File: config.mk
export PLATFORM = sky130hd
export DESIGN_NAME = hdlc_rx_deframer_flat
export DESIGN_NICKNAME = d
export VERILOG_FILES = /design/src/rtl/hdlc_rx_deframer_if.sv /design/src/rtl/hdlc_rx_deframer.sv /design/src/flat_wrapper.sv
export SDC_FILE = /design/constraint.sdc
export NUM_CORES = 1
export LEC_CHECK = 0
export ABC_AREA = 1
export ABC_CLOCK_PERIOD_IN_PS = 1500
export BUFFER_PORTS_ARGS = -buffer_cell sky130_fd_sc_hd__buf_2
export CORE_MARGIN = 4
export CORE_UTILIZATION = 52
export CTS_CLUSTER_SIZE = 28
export DETAILED_ROUTE_END_ITERATION = 6
export GPL_TIMING_DRIVEN = 0
export PLACE_DENSITY = 0.73
export SYNTH_ARGS = -nofsm -noshare
export SYNTH_HDL_FRONTEND = slang
export SYNTH_SLANG_ARGS = --single-unit
File: constraint.sdc
create_clock -name Clk -period 1.5 [get_ports Clk]
set_input_delay 0.075 -clock Clk [delete_from_list [all_inputs] [get_ports Clk]]
set_output_delay 0.075 -clock Clk [all_outputs]
set_load 0.02 [all_outputs]
File: src/rtl/hdlc_rx_deframer_if.sv
// Serial line in, frame/byte events out, for the HDLC receive bit-level front end.
// The master side drives the line; the slave side is the deframer.
interface hdlc_rx_deframer_if;
    logic       RxEN;
    logic       Rx;
    logic       Rx_FlagDetect;
    logic       Rx_AbortDetect;
    logic       Rx_ValidFrame;
    logic [7:0] Rx_Data;
    logic       Rx_NewByte;
    logic       Rx_EoF;
    logic       Rx_FrameError;
    logic       Rx_Overflow;
    logic [7:0] Rx_FrameSize;

    modport master (
        output RxEN,
        output Rx,
        input  Rx_FlagDetect,
        input  Rx_AbortDetect,
        input  Rx_ValidFrame,
        input  Rx_Data,
        input  Rx_NewByte,
        input  Rx_EoF,
        input  Rx_FrameError,
        input  Rx_Overflow,
        input  Rx_FrameSize
    );

    modport slave (
        input  RxEN,
        input  Rx,
        output Rx_FlagDetect,
        output Rx_AbortDetect,
        output Rx_ValidFrame,
        output Rx_Data,
        output Rx_NewByte,
        output Rx_EoF,
        output Rx_FrameError,
        output Rx_Overflow,
        output Rx_FrameSize
    );
endinterface

File: src/rtl/hdlc_rx_deframer.sv
// HDLC receive deframer: flag/abort detection, zero-bit removal and LSB-first
// byte assembly, with frame open/close tracking and overflow limiting.
module hdlc_rx_deframer #(
    parameter int MAX_FRAME_BYTES = 128
) (
    input  logic                Clk,
    input  logic                Rst,
    hdlc_rx_deframer_if.slave   rx_if
);

    typedef enum logic [1:0] {
        ST_IDLE,
        ST_OPEN,
        ST_FRAME
    } state_t;

    localparam logic [7:0] MAX_BYTES = 8'(MAX_FRAME_BYTES);

    state_t     state_q, state_d;
    logic [7:0] window_q, window_d;
    logic [7:0] mask_q, mask_d;
    logic       fresh_q, fresh_d;
    logic [2:0] ones_q, ones_d;
    logic [2:0] bit_cnt_q, bit_cnt_d;
    logic [6:0] shift_q, shift_d;
    logic [7:0] data_q, data_d;
    logic [7:0] size_q, size_d;
    logic       ovf_done_q, ovf_done_d;
    logic       flag_q, flag_d;
    logic       abort_q, abort_d;
    logic       valid_q, valid_d;
    logic       new_byte_q, new_byte_d;
    logic       eof_q, eof_d;
    logic       err_q, err_d;
    logic       ovf_q, ovf_d;
    logic       eof_pend_q, eof_pend_d;
    logic       err_pend_q, err_pend_d;

    logic pat_flag;
    logic pat_abort;
    logic flag_ev;
    logic abort_ev;
    logic proc_bit;
    logic proc_en;
    logic keep_bit;

    // A pattern only counts if the window was shifted on the previous edge,
    // so a pattern frozen in the window while disabled cannot fire on re-enable.
    assign pat_flag  = (window_q == 8'h7E);
    assign pat_abort = (window_q == 8'h7F);
    assign flag_ev   = rx_if.RxEN & fresh_q & pat_flag;
    assign abort_ev  = rx_if.RxEN & fresh_q & pat_abort;
    assign proc_bit  = window_q[7];
    assign proc_en   = rx_if.RxEN & mask_q[7] & ~pat_flag & ~pat_abort & (state_q != ST_IDLE);

    always_comb begin
        state_d     = state_q;
        window_d    = window_q;
        mask_d      = mask_q;
        fresh_d     = rx_if.RxEN;
        ones_d      = ones_q;
        bit_cnt_d   = bit_cnt_q;
        shift_d     = shift_q;
        data_d      = data_q;
        size_d      = size_q;
        ovf_done_d  = ovf_done_q;
        flag_d      = 1'b0;
        abort_d     = 1'b0;
        valid_d     = valid_q;
        new_byte_d  = 1'b0;
        ovf_d       = 1'b0;
        eof_pend_d  = 1'b0;
        err_pend_d  = 1'b0;
        eof_d       = eof_pend_q;
        err_d       = err_pend_q;
        keep_bit    = 1'b0;

        if (!rx_if.RxEN) begin
            state_d = ST_IDLE;
            valid_d = 1'b0;
        end else begin
            window_d = {window_q[6:0], rx_if.Rx};
            // Bits that made up a flag or abort must never reach the data path.
            mask_d   = (pat_flag | pat_abort) ? 8'h01 : {mask_q[6:0], 1'b1};

            if (flag_ev) begin
                flag_d = 1'b1;
                if (state_q == ST_FRAME) begin
                    eof_pend_d = 1'b1;
                    err_pend_d = (bit_cnt_q != 3'd0);
                end
                state_d    = ST_OPEN;
                valid_d    = 1'b0;
                ones_d     = 3'd0;
                bit_cnt_d  = 3'd0;
                ovf_done_d = 1'b0;
            end else if (abort_ev) begin
                abort_d = 1'b1;
                if (state_q == ST_FRAME) begin
                    eof_pend_d = 1'b1;
                end
                state_d    = ST_IDLE;
                valid_d    = 1'b0;
                ones_d     = 3'd0;
                bit_cnt_d  = 3'd0;
                ovf_done_d = 1'b0;
            end else if (proc_en) begin
                if (proc_bit) begin
                    ones_d   = (ones_q == 3'd7) ? ones_q : ones_q + 3'd1;
                    keep_bit = 1'b1;
                end else begin
                    ones_d   = 3'd0;
                    keep_bit = (ones_q != 3'd5);
                end

                if (keep_bit) begin
                    shift_d   = {proc_bit, shift_q[6:1]};
                    bit_cnt_d = bit_cnt_q + 3'd1;
                    if (bit_cnt_q == 3'd7) begin
                        if (state_q == ST_OPEN) begin
                            new_byte_d = 1'b1;
                            data_d     = {proc_bit, shift_q};
                            size_d     = 8'd1;
                            state_d    = ST_FRAME;
                            valid_d    = 1'b1;
                        end else if (size_q < MAX_BYTES) begin
                            new_byte_d = 1'b1;
                            data_d     = {proc_bit, shift_q};
                            size_d     = size_q + 8'd1;
                        end else if (!ovf_done_q) begin
                            ovf_d      = 1'b1;
                            ovf_done_d = 1'b1;
                        end
                    end
                end
            end
        end
    end

    always_ff @(posedge Clk or posedge Rst) begin
        if (Rst) begin
            state_q    <= ST_IDLE;
            window_q   <= 8'hFF;
            mask_q     <= 8'h00;
            fresh_q    <= 1'b0;
            ones_q     <= 3'd0;
            bit_cnt_q  <= 3'd0;
            shift_q    <= 7'd0;
            data_q     <= 8'd0;
            size_q     <= 8'd0;
            ovf_done_q <= 1'b0;
            flag_q     <= 1'b0;
            abort_q    <= 1'b0;
            valid_q    <= 1'b0;
            new_byte_q <= 1'b0;
            eof_q      <= 1'b0;
            err_q      <= 1'b0;
            ovf_q      <= 1'b0;
            eof_pend_q <= 1'b0;
            err_pend_q <= 1'b0;
        end else begin
            state_q    <= state_d;
            window_q   <= window_d;
            mask_q     <= mask_d;
            fresh_q    <= fresh_d;
            ones_q     <= ones_d;
            bit_cnt_q  <= bit_cnt_d;
            shift_q    <= shift_d;
            data_q     <= data_d;
            size_q     <= size_d;
            ovf_done_q <= ovf_done_d;
            flag_q     <= flag_d;
            abort_q    <= abort_d;
            valid_q    <= valid_d;
            new_byte_q <= new_byte_d;
            eof_q      <= eof_d;
            err_q      <= err_d;
            ovf_q      <= ovf_d;
            eof_pend_q <= eof_pend_d;
            err_pend_q <= err_pend_d;
        end
    end

    assign rx_if.Rx_FlagDetect  = flag_q;
    assign rx_if.Rx_AbortDetect = abort_q;
    assign rx_if.Rx_ValidFrame  = valid_q;
    assign rx_if.Rx_Data        = data_q;
    assign rx_if.Rx_NewByte     = new_byte_q;
    assign rx_if.Rx_EoF         = eof_q;
    assign rx_if.Rx_FrameError  = err_q;
    assign rx_if.Rx_Overflow    = ovf_q;
    assign rx_if.Rx_FrameSize   = size_q;

endmodule

File: src/flat_wrapper.sv
// flat-port wrapper written by rule: the top's interface ports become plain ports
module hdlc_rx_deframer_flat 
#(
    parameter int MAX_FRAME_BYTES = 128
)
  (Clk, Rst, rx_if_RxEN, rx_if_Rx, rx_if_Rx_FlagDetect, rx_if_Rx_AbortDetect, rx_if_Rx_ValidFrame, rx_if_Rx_Data, rx_if_Rx_NewByte, rx_if_Rx_EoF, rx_if_Rx_FrameError, rx_if_Rx_Overflow, rx_if_Rx_FrameSize);
  hdlc_rx_deframer_if rx_if_i ();
  input  logic Clk;
  input  logic Rst;
  input wire logic [$bits(rx_if_i.RxEN)-1:0] rx_if_RxEN;
  input wire logic [$bits(rx_if_i.Rx)-1:0] rx_if_Rx;
  output wire logic [$bits(rx_if_i.Rx_FlagDetect)-1:0] rx_if_Rx_FlagDetect;
  output wire logic [$bits(rx_if_i.Rx_AbortDetect)-1:0] rx_if_Rx_AbortDetect;
  output wire logic [$bits(rx_if_i.Rx_ValidFrame)-1:0] rx_if_Rx_ValidFrame;
  output wire logic [$bits(rx_if_i.Rx_Data)-1:0] rx_if_Rx_Data;
  output wire logic [$bits(rx_if_i.Rx_NewByte)-1:0] rx_if_Rx_NewByte;
  output wire logic [$bits(rx_if_i.Rx_EoF)-1:0] rx_if_Rx_EoF;
  output wire logic [$bits(rx_if_i.Rx_FrameError)-1:0] rx_if_Rx_FrameError;
  output wire logic [$bits(rx_if_i.Rx_Overflow)-1:0] rx_if_Rx_Overflow;
  output wire logic [$bits(rx_if_i.Rx_FrameSize)-1:0] rx_if_Rx_FrameSize;
  assign rx_if_i.RxEN = rx_if_RxEN;
  assign rx_if_i.Rx = rx_if_Rx;
  assign rx_if_Rx_FlagDetect = rx_if_i.Rx_FlagDetect;
  assign rx_if_Rx_AbortDetect = rx_if_i.Rx_AbortDetect;
  assign rx_if_Rx_ValidFrame = rx_if_i.Rx_ValidFrame;
  assign rx_if_Rx_Data = rx_if_i.Rx_Data;
  assign rx_if_Rx_NewByte = rx_if_i.Rx_NewByte;
  assign rx_if_Rx_EoF = rx_if_i.Rx_EoF;
  assign rx_if_Rx_FrameError = rx_if_i.Rx_FrameError;
  assign rx_if_Rx_Overflow = rx_if_i.Rx_Overflow;
  assign rx_if_Rx_FrameSize = rx_if_i.Rx_FrameSize;
  hdlc_rx_deframer #(.MAX_FRAME_BYTES(MAX_FRAME_BYTES)) u_core (.Clk(Clk), .Rst(Rst), .rx_if(rx_if_i));
endmodule
; ---- Yosys cells after proc, flatten, opt, wreduce, memory -nomap -nowiden
; Cells that the tools add are included.
[classes]
magnitude_cmp = 1
reduce_logical = 12
eq_ne = 14
muxes = 69
addsub = 3
bitwise = 12
[op_table]
columns = operator, n
row1 = 1-bit two-way mux, 48
row2 = 8-bit two-way mux, 5
row3 = 3-bit two-way mux, 9
row4 = 8-bit by 7-bit == test with 1-bit output (second input constant), 2
row5 = 4-bit by 1-bit inequality test with 1-bit output (second input constant), 4
row6 = 2-bit two-way mux, 7
row7 = 3-bit nonzero test, 4
row8 = 8-bit by 1-bit adder with 8-bit output (second input constant), 1
row9 = 8-bit < comparator (second input constant), 1
row10 = 1-bit bitwise AND, 7
row11 = 7-bit AND reduction, 1
row12 = 3-bit by 1-bit adder with 3-bit output (second input constant), 2
row13 = 3-bit == test (second input constant), 2
row14 = 3-bit by 1-bit inequality test with 1-bit output (second input constant), 2
row15 = 3-bit AND reduction, 2
row16 = 6-bit AND reduction, 1
row17 = 5-bit AND reduction, 1
row18 = 4-bit inequality test (second input constant), 1
row19 = 1-bit NOT, 4
row20 = 4-bit AND reduction, 1
row21 = 2-bit nonzero test, 2
row22 = 3-bit inequality test (second input constant), 1
row23 = 2-bit by 1-bit == test with 1-bit output (second input constant), 1
row24 = 2-bit == test (second input constant), 1
row25 = 1-bit bitwise OR, 1
[word_totals]
inputBits = 4
reg_bits = 58
word_cells = 130
output_inout_bits = 23

; ---- Longest topological paths before layout
[logic_depth]
depth_word = 14
mapped_depth = 10
mapped_depth_nobuf = 10

; ---- Worst setup path after synthesis
; OpenSTA, ideal clock, no wires.
[synth_timing]
kind = register to register
start = register u_core.state_q[1]
end = register u_core.size_q[3] (netlist: u_core.rx_if.Rx_FrameSize[3])
arrival_time_ns = 1.378
synth_period_minus_slack_ns = 1.499
path_buffers = 1
stages_incl_launch_ff = 9
setup_ns = 0.121
setup_slack_ns = 0.001
cell_sequence = dfrtp_1 -> inv_2 -> nand2_2 -> nand2_1 -> nand3_1 -> nand3b_4 -> buf_2 -> nand2_1 -> o21ai_1
[synth_via]
elab_chain_cells = 3
word_cells_on_any_way = 6
cone_classes = eq/ne: 1 / mux: 1 / bitwise: 1 / reduce/logical: 3
[synth_lines]
columns = element, line
row1 = "start, declared", hdlc_rx_deframer.sv:19  ; state_t state_q, state_d;
row2 = "start signal, assigned", hdlc_rx_deframer.sv:162  ; state_q <= state_d;
row3 = 2-bit by 1-bit == test with 1-bit output or 2-bit nonzero test (tied branches), "hdlc_rx_deframer.sv:120, hdlc_rx_deframer.sv:54"
row4 = 2-bit nonzero test (no source line) or 1-bit bitwise AND (tied branches), n/a
row5 = 7-bit AND reduction (no source line), n/a
row6 = "end signal, assigned", hdlc_rx_deframer.sv:170  ; size_q <= size_d;
row7 = "end, declared", hdlc_rx_deframer.sv:27  ; logic [7:0] size_q, size_d;
; Several ways; a longest one is shown, not always the timed one.
; A chain may end at the register's enable or synchronous reset.

; ---- Worst setup path in the final report
[layout_timing]
start = register u_core.window_q[4]
end = register u_core.bit_cnt_q[2]
[layout_via]
elab_chain_cells = 7
word_cells_on_any_way = 14
cone_classes = eq/ne: 2 / mux: 2 / bitwise: 7 / reduce/logical: 3
[layout_lines]
columns = element, line
row1 = "start, declared", hdlc_rx_deframer.sv:20  ; logic [7:0] window_q, window_d;
row2 = "start signal, assigned", hdlc_rx_deframer.sv:163  ; window_q <= window_d;
row3 = 8-bit by 7-bit == test with 1-bit output, hdlc_rx_deframer.sv:49  ; assign pat_flag = (window_q == 8'h7E);
row4 = 1-bit NOT, hdlc_rx_deframer.sv:54  ; assign proc_en = rx_if.RxEN & mask_q[7] & ~pat_flag & ~pat_abort & (state_q != ST_IDLE);
row5 = 1-bit bitwise AND (3 in series), hdlc_rx_deframer.sv:54
row6 = 3-bit nonzero test (no source line), n/a
row7 = 3-bit AND reduction (no source line), n/a
row8 = "end signal, assigned", hdlc_rx_deframer.sv:167  ; bit_cnt_q <= bit_cnt_d;
row9 = "end, declared", hdlc_rx_deframer.sv:24  ; logic [2:0] bit_cnt_q, bit_cnt_d;
; Several ways; a longest one is shown, not always the timed one.

==> metrics <==
Setup Viol. Count Final 4; maximum clock rate 658 MHz; CP dominant cell by count nand2_4; peak supply drop 0.566 mV; P per Cell Area 1000 nW/um^2; post-route DRC violation count 0; violated checks setup timing; CP Depth 9; global route overflow 0; TritonCTS Buffers 9; most frequent cells in the layout 79 x nand2_1, 49 x dfrtp_1, 28 x inv_1; critical path's largest stage delay 0.55 ns; Routed Antenna Nets 0; TritonCTS clock tree done; post-placement cell count 377; Slew HR 0.660; sequential element share of the synthesized area 0.563; Worst setup SP type flop; # H-tree levels 3; last element of the critical path u_core.bit_cnt_q[2]; Mapped Cells 283; vias in the first global route 1863; CTS clk-pin slew, worst paths 0.06 ns; Critical R2R Capture u_core.bit_cnt_q[2]; YS warnings 0; worst reg2reg startpoint u_core.window_q[4]; WL final 5.08 mm; Max Slew Vio Count 0; die area 6090 sq um; Row Count 25; Sink Count 57; GPL Wtd Cong 0.807; R2R cell count 9; r2r setup slk -0.02 ns; final period utilization 1.01; measured slew at the worst slew-check pin 0.509 ns; clock skew 0.00666 ns; flops & latches, synth 57; Non-Filler Instances 407; # IOs 27; outcome finished with violations; Die Y 78.0 microns; final worst slack -0.0189 ns; WL per Instance 12.5 microns; total number of vias 1994; Synth Area per Inst 9.01 sq um; worst hold-check path type in2async; total iterations of the first detailed-routing run 5; drt via density 4.90; dpl hpwl 3.22 mm; unrepaired setup endpoints after global routing true; clock latency on the worst-skew pair 0.33 ns; Final Hold Fails 0; count of cell types in the netlist 29; Tot GR Track Use 0.183; antenna violations before repair 0; Iteration-0 DRC Markers 101; Critical Path RT 1.73 ns; Root Driver clkbuf_8; WP data arrival 1.75 ns; CP Cell Sequence nand2_2, nor2_4, nand2_4, nand2_4, nand2_4, nand2_4, nand2_2, nand2_1, nand2_1; kind of critical path reg2reg; DIE WIDTH 78.0 microns; Mapped Nets 294; worst path bufs/invs 0; Area growth syn-to-layout 28.2%; CP max FO 6; Final nets 347; layout cells sized above 1 0.309; # fillers 350; first-pass GRT wire length 8.63 mm; Top Family by Delay on Critical Path simple AND/OR/NAND/NOR gates; static leakage 1.72 nW; Worst setup EP type flop; commonest non-fill, non-tap cell in the layout nand2_1; Critical Path Slowest Stage Cell dfstp_2; max cap viols 0; largest net degree at the start of global routing 36; Clock Path Buffers 2; Worst setup startpoint u_core.window_q[4]; starting density of the core 0.540; total power 3.27 mW; I/O Buffers 26; Core Region 4720 sq um; diode count 0; Tmin final 1.52 ns; cell area after synthesis 2550 sq um
[state kept, by name, summed over array words and instances, names as in the netlist, 2 cells and up]
signal and cells:
u_core.shift_q 7, u_core.bit_cnt_q 3, u_core.ones_q 3, u_core.mask_q 8
u_core.state_q 2, u_core.rx_if.Rx_FrameSize 8, u_core.window_q 8, u_core.rx_if.Rx_Data 8
[cell type report]
| class | count | area [sq um] | share of cell area |
|---|---|---|---|
| clock inverters | 3 | 40.0 | 0.0123 |
| clock buffers | 12 | 155 | 0.0475 |
| well taps | 67 | 83.8 | 0.0257 |
| inverters | 32 | 123 | 0.0375 |
| plain buffers | 6 | 48.8 | 0.0149 |
| multi-input cells | 188 | 1100 | 0.335 |
| repair buffers | 42 | 285 | 0.0873 |
| flip-flops and latches | 57 | 1440 | 0.440 |
[worst register-to-register path, stage by stage (launching register included)]
cell and delay, ns:
dfstp_2 0.55, nand2_2 0.07, nor2_4 0.23, nand2_4 0.11
nand2_4 0.09, nand2_4 0.07, nand2_4 0.12, nand2_2 0.07
nand2_1 0.07, nand2_1 0.05
[Yosys cell counts]
library cell / number / area, sq um
ha_1: 7 / 87.6
nor2_4: 2 / 22.5
nand2_2: 6 / 37.5
nor4_1: 1 / 6.26
nand3_4: 1 / 17.5
buf_4: 1 / 7.51
nand3b_4: 1 / 20.0
nor2_1: 14 / 52.6
dfrtp_1: 49 / 1230
a21oi_1: 2 / 10.0
o21ai_0: 12 / 60.1
nand3b_1: 1 / 7.51
inv_2: 3 / 11.3
nor3_1: 1 / 5.00
xnor2_1: 1 / 8.76
buf_2: 1 / 5.00
dfstp_2: 8 / 210
a21oi_4: 1 / 16.3
or2_2: 1 / 6.26
inv_1: 29 / 109
xor2_1: 2 / 17.5
clkbuf_1: 3 / 11.3
buf_6: 1 / 11.3
nand4_1: 3 / 18.8
o21bai_1: 1 / 7.51
o21ai_1: 20 / 100
nand2_1: 91 / 342
nor2_8: 1 / 20.0
nand3_1: 19 / 95.1
[metrics by stage]
step / cell area [sq um] / util / TNS (ns) / setup slack (ns) / hold WS, ns
after global placement: 2760 / 0.585 / -35.74 / -0.650 / 0.256
after detailed placement: 2780 / 0.589 / -3.49 / -0.186 / 0.134
after floorplan: 2550 / - / 0 / 0.000704 / 0.106
final: 3270 / 0.692 / -0.0308 / -0.0189 / 0.316
after global routing: 3270 / 0.692 / -1.93 / -0.114 / 0.367
after CTS: 3150 / 0.668 / 0 / 0.0000850 / 0.325
[cell families after synthesis]
logic type	share of synthesized area
and+or+nand+nor	0.255
AOI/OAI and AO/OA	0.0761
buffers and inverters	0.0608
xor gates and xnor gates	0.0103
adders and majority gates	0.0343
DFF	0.563
[power by group]
group	total, mW	internal, mW	switching [mW]	leakage (nW)
registers	1.66	1.62	0.0428	0.702
clock network	1.43	0.843	0.585	0.102
logic	0.183	0.0656	0.118	0.918
total	3.27	2.52	0.746	1.72
[worst min-delay path by stage]
stage,start,to,slack [ns],cells past startpoint
4_1_cts,Rst,u_core.ovf_done_q,0.33,3
5_1_grt,Rst,u_core.ovf_done_q,0.37,3
2_1_floorplan,rx_if_RxEN,u_core.fresh_q,0.11,0
6_report,Rst,u_core.ovf_done_q,0.32,3
3_3_place_gp,rx_if_RxEN,u_core.fresh_q,0.26,1
3_5_place_dp,Rst,u_core.mask_q[5],0.13,2
[metal layers]
layer	part of all wire	track usage
met2	0.49	0.280
met3	0.033	0.0550
met5	0	0
met1	0.46	0.244
met4	0.015	0.0734
[timing repair]
| item | in CTS | in global routing |
|---|---|---|
| hold endpoints to repair | 17 | 0 |
| gates cloned | 1 | 0 |
| pin swaps | 7 | 10 |
| setup endpoints to repair | 28 | 28 |
| setup buffers | 8 | 3 |
| hold buffers | 3 | 0 |
| gates resized for setup | 20 | 34 |
Power figures use the tool's default switching activity.
